[config.mk]
export PLATFORM = sky130hd
export DESIGN_NAME = fml_arbiter
export DESIGN_NICKNAME = d
export VERILOG_FILES = /design/src/rtl/fml_arbiter.sv
export SDC_FILE = /design/constraint.sdc
export NUM_CORES = 1
export LEC_CHECK = 0
export ABC_CLOCK_PERIOD_IN_PS = 1590
export CELL_PAD_IN_SITES_DETAIL_PLACEMENT = 1
export CELL_PAD_IN_SITES_GLOBAL_PLACEMENT = 2
export CORE_ASPECT_RATIO = 0.75
export CORE_UTILIZATION = 10
export DETAILED_ROUTE_END_ITERATION = 7
export GPL_ROUTABILITY_DRIVEN = 0
export GPL_TIMING_DRIVEN = 0
export PLACE_DENSITY_LB_ADDON = 0.1
export SETUP_SLACK_MARGIN = 0.05
export SYNTH_ARGS = -nofsm -noshare
export SYNTH_HDL_FRONTEND = slang
export SYNTH_SLANG_ARGS = --single-unit
[constraint.sdc]
create_clock -name sys_clk -period 1.59 [get_ports sys_clk]
set_input_delay 0.318 -clock sys_clk [delete_from_list [all_inputs] [get_ports sys_clk]]
set_output_delay 0.318 -clock sys_clk [all_outputs]
set_load 0.02 [all_outputs]
[src/rtl/fml_arbiter.sv]
// Four-master round-robin arbiter in front of the single FML 8x16 SDRAM port.
// Latency: one IDLE arbitration cycle from stb to s_stb; acks are combinational from s_ack.
// Backpressure: a master holds stb until its ack; the slave stalls by withholding s_ack in REQ.
module fml_arbiter #(
    parameter int sdram_depth = 23,
    parameter int data_hold   = 8
) (
    input  logic                   sys_clk,
    input  logic                   sys_rst,

    input  logic [sdram_depth-1:0] m0_adr,
    input  logic                   m0_stb,
    input  logic                   m0_we,
    input  logic [1:0]             m0_sel,
    input  logic [15:0]            m0_di,
    output logic                   m0_ack,
    output logic [15:0]            m0_do,

    input  logic [sdram_depth-1:0] m1_adr,
    input  logic                   m1_stb,
    input  logic                   m1_we,
    input  logic [1:0]             m1_sel,
    input  logic [15:0]            m1_di,
    output logic                   m1_ack,
    output logic [15:0]            m1_do,

    input  logic [sdram_depth-1:0] m2_adr,
    input  logic                   m2_stb,
    input  logic                   m2_we,
    input  logic [1:0]             m2_sel,
    input  logic [15:0]            m2_di,
    output logic                   m2_ack,
    output logic [15:0]            m2_do,

    input  logic [sdram_depth-1:0] m3_adr,
    input  logic                   m3_stb,
    input  logic                   m3_we,
    input  logic [1:0]             m3_sel,
    input  logic [15:0]            m3_di,
    output logic                   m3_ack,
    output logic [15:0]            m3_do,

    output logic [sdram_depth-1:0] s_adr,
    output logic                   s_stb,
    output logic                   s_we,
    output logic [1:0]             s_sel,
    output logic [15:0]            s_di,
    input  logic                   s_ack,
    input  logic [15:0]            s_do
);

    localparam logic [1:0] ST_IDLE = 2'd0;
    localparam logic [1:0] ST_REQ  = 2'd1;
    localparam logic [1:0] ST_HOLD = 2'd2;

    // Beat 0 is the ack cycle itself, so the counter covers the remaining beats.
    localparam logic [3:0] HOLD_INIT = 4'(data_hold - 1);

    logic [1:0] r_state;
    logic [1:0] r_owner;
    logic [1:0] r_last;
    logic [3:0] r_cnt;

    logic [sdram_depth-1:0] w_adr [4];
    logic [3:0]             w_stb;
    logic [3:0]             w_we;
    logic [1:0]             w_sel [4];
    logic [15:0]            w_di  [4];

    logic       w_any;
    logic [1:0] w_grant;
    logic       w_found;
    logic       w_in_req;
    logic       w_ack_en;

    assign w_adr[0] = m0_adr;
    assign w_adr[1] = m1_adr;
    assign w_adr[2] = m2_adr;
    assign w_adr[3] = m3_adr;
    assign w_stb    = {m3_stb, m2_stb, m1_stb, m0_stb};
    assign w_we     = {m3_we, m2_we, m1_we, m0_we};
    assign w_sel[0] = m0_sel;
    assign w_sel[1] = m1_sel;
    assign w_sel[2] = m2_sel;
    assign w_sel[3] = m3_sel;
    assign w_di[0]  = m0_di;
    assign w_di[1]  = m1_di;
    assign w_di[2]  = m2_di;
    assign w_di[3]  = m3_di;

    // The data path follows the owner in every state so write beats keep flowing in HOLD.
    assign s_adr = w_adr[r_owner];
    assign s_we  = w_we[r_owner];
    assign s_sel = w_sel[r_owner];
    assign s_di  = w_di[r_owner];

    assign w_in_req = (r_state == ST_REQ);
    assign s_stb    = w_in_req & w_stb[r_owner];

    // A slave ack arriving while the arbiter is being reset is not forwarded.
    assign w_ack_en = w_in_req & s_ack & ~sys_rst;
    assign m0_ack   = w_ack_en & (r_owner == 2'd0);
    assign m1_ack   = w_ack_en & (r_owner == 2'd1);
    assign m2_ack   = w_ack_en & (r_owner == 2'd2);
    assign m3_ack   = w_ack_en & (r_owner == 2'd3);

    // Read data is broadcast; each master qualifies it with its own ack/data phase.
    assign m0_do = s_do;
    assign m1_do = s_do;
    assign m2_do = s_do;
    assign m3_do = s_do;

    // Round-robin scan starting just after the last served master, wrapping modulo 4.
    always_comb begin
        logic [1:0] v_idx;
        v_idx   = '0;
        w_any   = |w_stb;
        w_grant = r_last + 2'd1;
        w_found = 1'b0;
        for (int i = 1; i <= 4; i++) begin
            v_idx = r_last + 2'(i);
            if (!w_found && w_stb[v_idx]) begin
                w_grant = v_idx;
                w_found = 1'b1;
            end
        end
    end

    // Burst-level FSM: arbitrate in IDLE, wait for the slave in REQ, freeze the mux in HOLD.
    always_ff @(posedge sys_clk) begin
        if (sys_rst) begin
            r_state <= ST_IDLE;
            r_owner <= 2'd0;
            r_last  <= 2'd3;
            r_cnt   <= 4'd0;
        end else begin
            case (r_state)
                ST_IDLE: begin
                    if (w_any) begin
                        r_owner <= w_grant;
                        r_state <= ST_REQ;
                    end
                end
                ST_REQ: begin
                    if (s_ack) begin
                        r_last  <= r_owner;
                        r_cnt   <= HOLD_INIT;
                        r_state <= (data_hold == 1) ? ST_IDLE : ST_HOLD;
                    end else if (!w_stb[r_owner]) begin
                        // Master withdrew without an ack; its turn is not consumed.
                        r_state <= ST_IDLE;
                    end
                end
                ST_HOLD: begin
                    r_cnt <= r_cnt - 4'd1;
                    if (r_cnt == 4'd1) begin
                        r_state <= ST_IDLE;
                    end
                end
                default: begin
                    r_state <= ST_IDLE;
                end
            endcase
        end
    end

endmodule

==> flow_metrics.env, run 1 <==
export IMPL_run_status="complete, but fails checks"
export IMPL_failed_checks="setup timing"
export IMPL_core_area_mm2=0.02038
export IMPL_die_height_um=127.5
export IMPL_worst_setup_path_type="register to output port"
export IMPL_grt_max_degree=11
export IMPL_rr_startpoint="r_state[0]"
export IMPL_top_level_ports=302
export IMPL_number_of_antenna_violations_at_the_first_check_in_global_routing=0
export IMPL_mappedNetlistArea_mm2=0.002100
export IMPL_root_buffer="clkbuf_16"
export IMPL_clock_skew_final_ps=0.9581
export IMPL_drive_gt1_share_pct=40.12
export IMPL_timing_critical_path_mode_cell="buf_12"
export IMPL_synthDominantCellAreaShare_pct=46.13
export IMPL_final_common_cell="clkdlybuf4s50_1"
export IMPL_clk_insertion_delay_late_ps=230
export IMPL_worstRegToRegCells=4
export IMPL_die_x_um=169.3
export IMPL_timing_critical_path_to="s_adr[5]"
export IMPL_number_of_enable_type_register_cells_in_the_synthesized_netlist=0
export IMPL_row_count=45
export IMPL_power_leakage_nw=2.190
export IMPL_report_final_slew_viol_count=0
export IMPL_ys_ff_latch=10
export IMPL_netlist_top_cell_by_area="mux4_2"
export IMPL_worst_path_dominant_cell_family="multiplexers"
export IMPL_post_route_min_period_ps=1890
export IMPL_clk_path_buf_depth=2
export IMPL_peak_per_stage_delay_on_the_critical_path_ps=500
export IMPL_max_freq_mhz=529.2
export IMPL_avgSynthCellArea_um2=10.77
export IMPL_num_vias=2830
export IMPL_drtAntennaViolNets=0
export IMPL_areaGrowthSynthToFinish_pct=168.0
export IMPL_final_cell_count_no_fill=783
export IMPL_totalWireLength_um=13330
export IMPL_worst_slew_pin_slew_ps=308.5
export IMPL_detail_route_wl_per_cell_um=17.02
export IMPL_clk_pin_slew_ps=40
export IMPL_post_synth_num_cell_types=34
export IMPL_ys_warnings_count=0
export IMPL_place_detailed_hpwl_um=11580
export IMPL_detailed_route_drc_error_count=0
export IMPL_drt_iter0_markers=41
export IMPL_globalRouteOverflowTotal=0
export IMPL_filler_cell_count=2334
export IMPL_hold_buffers=0
export IMPL_required_ps=1270
export IMPL_classification_of_the_worst_slack_hold_path="register to register"
export IMPL_reg2reg_to="r_cnt[3]"
export IMPL_cts_num_sinks=10
export IMPL_cts_htree_levels=1
export IMPL_crit_buf_inv=3
export IMPL_ys_flop_type="dfxtp_1"
export IMPL_async_reset_ff_share_pct=0
export IMPL_hold_viol_final=0
export IMPL_worstHoldPathCells=2
export IMPL_worst_path_max_fanout=10
export IMPL_setup_worst_path_start_class="register"
export IMPL_cp_startpoint="r_owner[0]"
export IMPL_most_common_layout_cells="clkdlybuf4s50_1 (232), buf_4 (80), mux4_2 (43), buf_6 (26), buf_2 (24)"
export IMPL_mappedNetlistNets=388
export IMPL_placement_cell_area_mm2=0.005370
export IMPL_timing_hold_ws_ps=508.9
export IMPL_initial_core_util_pct=10.30
export IMPL_num_nets_final=695
export IMPL_power_per_cell_area_mw_per_mm2=569.0
export IMPL_postLayoutSetupSlackWorst_ps=-299.8
export IMPL_grt_setup_unrepaired="true"
export IMPL_cell_types_occupying_the_most_area_after_synthesis="mux4_2 (46%), buf_4 (23%), dfxtp_1 (9.5%)"
export IMPL_yosysSeqAreaShare_pct=9.535
export IMPL_max_cap_violations=0
export IMPL_final_min_period_over_clock_period_pct=118.9
export IMPL_setup_viol=47
export IMPL_antenna_diode_count=0
export IMPL_cp_num_cells=4
export IMPL_crit_arrival_ps=1570
export IMPL_detail_route_vias_per_cell=3.614
export IMPL_synth_cells=195
export IMPL_firstDrtPassIters=4
export IMPL_timing_critical_path_slowest_stage_cell="mux4_2"
export IMPL_finish_utilization_pct=27.61
export IMPL_tritoncts_num_buffers=3
export IMPL_vdd_ir_drop_max_uv=402.7
export IMPL_grtUsageTotal_pct=11.44
export IMPL_place_detailed_instances=762
export IMPL_clock_tree_from_tritoncts="built"
export IMPL_reg2reg_slack_ps=50
export IMPL_die_area_mm2=0.02158
export IMPL_endpoint_kind="output port"
export IMPL_via_count_of_the_first_global_routing_pass=3003
export IMPL_crit_path_cell_trace="buf_12 -> buf_12 -> mux4_2 -> buf_2"
export IMPL_global_route_wire_length_before_repair_um=18630
export IMPL_report_power_total_mw=3.202
export IMPL_final_area_mm2=0.005627
export IMPL_max_transition_margin_pct=79.11
export IMPL_port_buffer_cells=285
state kept, by name (all words and copies together) (netlist names):
name,cells
r_cnt,4
r_last,2
r_owner,2
r_state,2
worst reg2reg max path: cells and delay by family, from the launching register on:
| kind | cells | cell delay [ps] |
|---|---|---|
| simple gates | 2 | 880 |
| buf+inv | 1 | 120 |
| compound gates | 1 | 140 |
| flops | 1 | 330 |
final cells by class:
type                       count  area [um2]  area share (%)
clock buffer                   4       88.84           1.579
timing repair buffer         303        2933           52.12
tap                          282       352.8           6.271
buffer                        75       628.1           11.16
multi-input combinational    100        1374           24.42
sequential                    10       210.2           3.736
inverter                       9       40.04          0.7116
stage by stage:
stage	setup WS [ps]	setup TNS, ps
after detailed placement	-925.6	-33680
final	-299.8	-11770
after CTS	-329.8	-13170
after global placement	-929.7	-33520
after global routing	-358.3	-14380
after floorplan	57.36	0
routing by layer:
metal  GRT usage (%)  part of all wire (%)  vias up
met5               0                     0        -
met4          0.6359                  0.20        0
met3           2.664                   7.5        2
met2           21.64                    53      148
met1           13.63                    39     1367
li1                -                     -     1313
where the power goes:
part | switching, mW | internal, mW | total, mW
Sequential | 0.0381 | 0.284 | 0.322
Combinational | 0.977 | 1.41 | 2.38
Clock | 0.117 | 0.378 | 0.495
how the worst min path moves through the flow:
stage                        start  slack (ps)          to
after floorplan            sys_rst         420  r_owner[1]
after global placement    r_cnt[3]         490    r_cnt[3]
after detailed placement  r_cnt[3]         510    r_cnt[3]
after CTS                 r_cnt[3]         520    r_cnt[3]
final                     r_cnt[3]         510    r_cnt[3]
after global routing      r_cnt[3]         530    r_cnt[3]
kinds of logic (layout without fill, tap and decap cells):
kind of cell    after synthesis  after routing  synth area share, %
buf+inv                      85            391                27.41
mux                          43             43                46.13
simple gates                 28             28                7.389
compound gates               27             27                8.344
flops                        10             10                9.535
fa+ha+maj                     2              2                1.192
synth_stat cells (2+ instances only):
master    instances
o21ai_0           4
a21oi_1           9
nor2b_1           2
nand2b_1          3
nor4_1            2
mux4_2           43
nor2_1            4
and3_1            4
a211o_1           2
buf_4            64
ha_1              2
o22ai_1           4
nor3_1            2
nand2_1           6
buf_2             7
buf_1             3
dfxtp_1          10
inv_1             8
timing repair:
item	CTS	global route
resized for setup	269	16
buffers inserted	10	7
endpoints found under the setup margin	50	49
cloned	2	0
pin swaps	5	7
No activity file was read; power rests on OpenSTA's default activity.
==> run 2, diff against run 1 <==
Settings changed: CAP_MARGIN set to 20.
==> results of run 2 <==
The final DEF is identical to that of run 1; final timing and power are the same.
==> run 3, diff against run 2 <==
Settings changed: CTS_BUF_LIST set to sky130_fd_sc_hd__clkbuf_8.
==> flow_metrics.env, run 3 (synthesis gave the netlist of run 1 again) <==
export IMPL_run_status="complete, but fails checks"
export IMPL_failed_checks="setup timing"
export IMPL_worstRegToRegCells=4
export IMPL_most_common_layout_cells="clkdlybuf4s50_1 (232), buf_4 (80), mux4_2 (43), buf_6 (26), buf_2 (24)"
export IMPL_clk_insertion_delay_late_ps=230
export IMPL_via_count_of_the_first_global_routing_pass=3007
export IMPL_swShare_pct=36.87
export IMPL_p_switching_mw=1.115
export IMPL_classification_of_the_worst_slack_hold_path="register to register"
export IMPL_clk_path_buf_depth=2
export IMPL_root_buffer="clkbuf_8"
export IMPL_antenna_diode_count=0
export IMPL_worstHoldEndpoint="r_cnt[3]"
export IMPL_multiInputGateArea_mm2=0.001376
export IMPL_die_height_um=127.5
export IMPL_global_route_wire_length_before_repair_um=18620
export IMPL_cellInternalPower_mw=1.909
export IMPL_max_transition_margin_pct=79.03
export IMPL_grt_setup_unrepaired="true"
export IMPL_initial_core_util_pct=10.30
export IMPL_largest_register_by_flop_count="r_cnt"
export IMPL_report_final_slew_viol_count=0
export IMPL_crit_arrival_ps=1570
export IMPL_worst_path_dominant_cell_family="multiplexers"
export IMPL_filler_cell_count=2332
export IMPL_power_leakage_nw=2.175
export IMPL_report_power_total_mw=3.024
export IMPL_required_ps=1270
export IMPL_areaGrowthSynthToFinish_pct=166.5
export IMPL_combPwrFrac_pct=78.9
export IMPL_reg2reg_to="r_cnt[3]"
export IMPL_grtUsageTotal_pct=11.42
export IMPL_largest_reg_flops=4
export IMPL_worstHoldPathCells=2
export IMPL_postLayoutSetupSlackWorst_ps=-302.9
export IMPL_cts_num_sinks=10
export IMPL_worst_setup_path_type="register to output port"
export IMPL_timing_hold_ws_ps=510.6
export IMPL_setup_worst_path_start_class="register"
export IMPL_power_per_cell_area_mw_per_mm2=540.4
export IMPL_detail_route_wl_per_cell_um=17.00
export IMPL_die_area_mm2=0.02158
export IMPL_rr_startpoint="r_state[0]"
export IMPL_peak_per_stage_delay_on_the_critical_path_ps=500
export IMPL_grt_max_degree=11
export IMPL_detail_route_vias_per_cell=3.630
export IMPL_tritoncts_num_buffers=3
export IMPL_reg2reg_slack_ps=50
export IMPL_drtAntennaViolNets=0
export IMPL_clock_tree_from_tritoncts="built"
export IMPL_setup_viol=47
export IMPL_hold_buffers=0
export IMPL_port_buffer_cells=285
export IMPL_max_freq_mhz=528.3
export IMPL_post_route_min_period_ps=1893
export IMPL_totalWireLength_um=13310
export IMPL_die_x_um=169.3
export IMPL_endpoint_kind="output port"
export IMPL_final_common_cell="clkdlybuf4s50_1"
export IMPL_crit_buf_inv=3
export IMPL_worst_path_max_fanout=10
export IMPL_firstDrtPassIters=4
export IMPL_crit_path_cell_trace="buf_12 -> buf_12 -> mux4_2 -> buf_2"
export IMPL_final_min_period_over_clock_period_pct=119.0
export IMPL_drive_gt1_share_pct=40.32
export IMPL_clk_pin_slew_ps=50
export IMPL_cts_htree_levels=1
export IMPL_cp_startpoint="r_owner[0]"
export IMPL_number_of_antenna_violations_at_the_first_check_in_global_routing=0
export IMPL_timing_critical_path_mode_cell="buf_12"
export IMPL_worst_hold_startpoint="r_cnt[3]"
export IMPL_finish_utilization_pct=27.45
export IMPL_vdd_ir_drop_max_uv=258.7
export IMPL_globalRouteOverflowTotal=0
export IMPL_core_area_mm2=0.02038
export IMPL_area_sequential_um2=210.2
export IMPL_max_cap_violations=0
export IMPL_detailed_route_drc_error_count=0
export IMPL_clockPowerShare_pct=10.5
export IMPL_row_count=45
export IMPL_clock_skew_final_ps=0.8716
export IMPL_worst_slew_pin_slew_ps=309.7
export IMPL_num_vias=2842
export IMPL_power_frac_seq_pct=10.6
export IMPL_timing_critical_path_slowest_stage_cell="mux4_2"
export IMPL_hold_viol_final=0
export IMPL_num_nets_final=695
export IMPL_top_level_ports=302
export IMPL_place_detailed_hpwl_um=11580
export IMPL_drt_iter0_markers=45
run 3: cell counts in the layout (fill, tap and decap cells not counted):
No cell type changed its count.
run 3: worst register-to-register path: cells and delay by family, from the launching register on:
kind            cells  cell delay [ps]
simple gates        2              880
flops               1              330
buf+inv             1              120
compound gates      1              140
run 3: stage by stage:
step	cells	TNS, ps	instance area (um2)	worst slack, ps
after CTS	778	-13450	5533	-335.8
after global placement	762	-33520	5370	-929.7
after detailed placement	762	-33680	5370	-925.6
after floorplan	195	0	2165	57.36
final	783	-11950	5595	-302.9
after global routing	783	-14760	5595	-365.5
run 3: cell type report:
cell class / count / share of cell area [%]
Timing Repair Buffer: 303 / 52.41
Tap cell: 282 / 6.306
Buffer: 75 / 11.23
Inverter: 9 / 0.7156
Sequential cell: 10 / 3.757
Clock buffer: 4 / 0.9839
Multi-Input combinational cell: 100 / 24.60
run 3: how the worst max path moves through the flow:
stage,to,slack [ps],depth (start not counted)
final,s_adr[5],-300,4
after global routing,s_di[3],-370,4
after CTS,s_adr[2],-340,4
after detailed placement,m3_ack,-930,5
after global placement,m2_ack,-930,5
after floorplan,s_di[10],60,3
run 3: repair_timing:
item | in CTS | in global routing
gates cloned | 2 | 0
setup buffers | 10 | 7
pin swaps | 5 | 7
setup endpoints to repair | 50 | 49
gates resized for setup | 270 | 16
run 3: metal layers:
metal  part of all wire, %  vias up  global-route usage, %
met1                    39     1379                  13.63
met4                  0.20        0                 0.6359
li1                      -     1313                      -
met3                   7.4        2                  2.664
met2                    53      148                  21.57
met5                     0        -                      0
run 3: power groups by stage:
stage | sequential, mW | clock, mW | combinational [mW]
floorplan | 0.309 | 0 | 1.17
global placement | 0.318 | 0 | 2.31
detailed placement | 0.319 | 0 | 2.32
CTS | 0.317 | 0.329 | 2.40
global route | 0.327 | 0.344 | 2.53
finish | 0.321 | 0.318 | 2.38
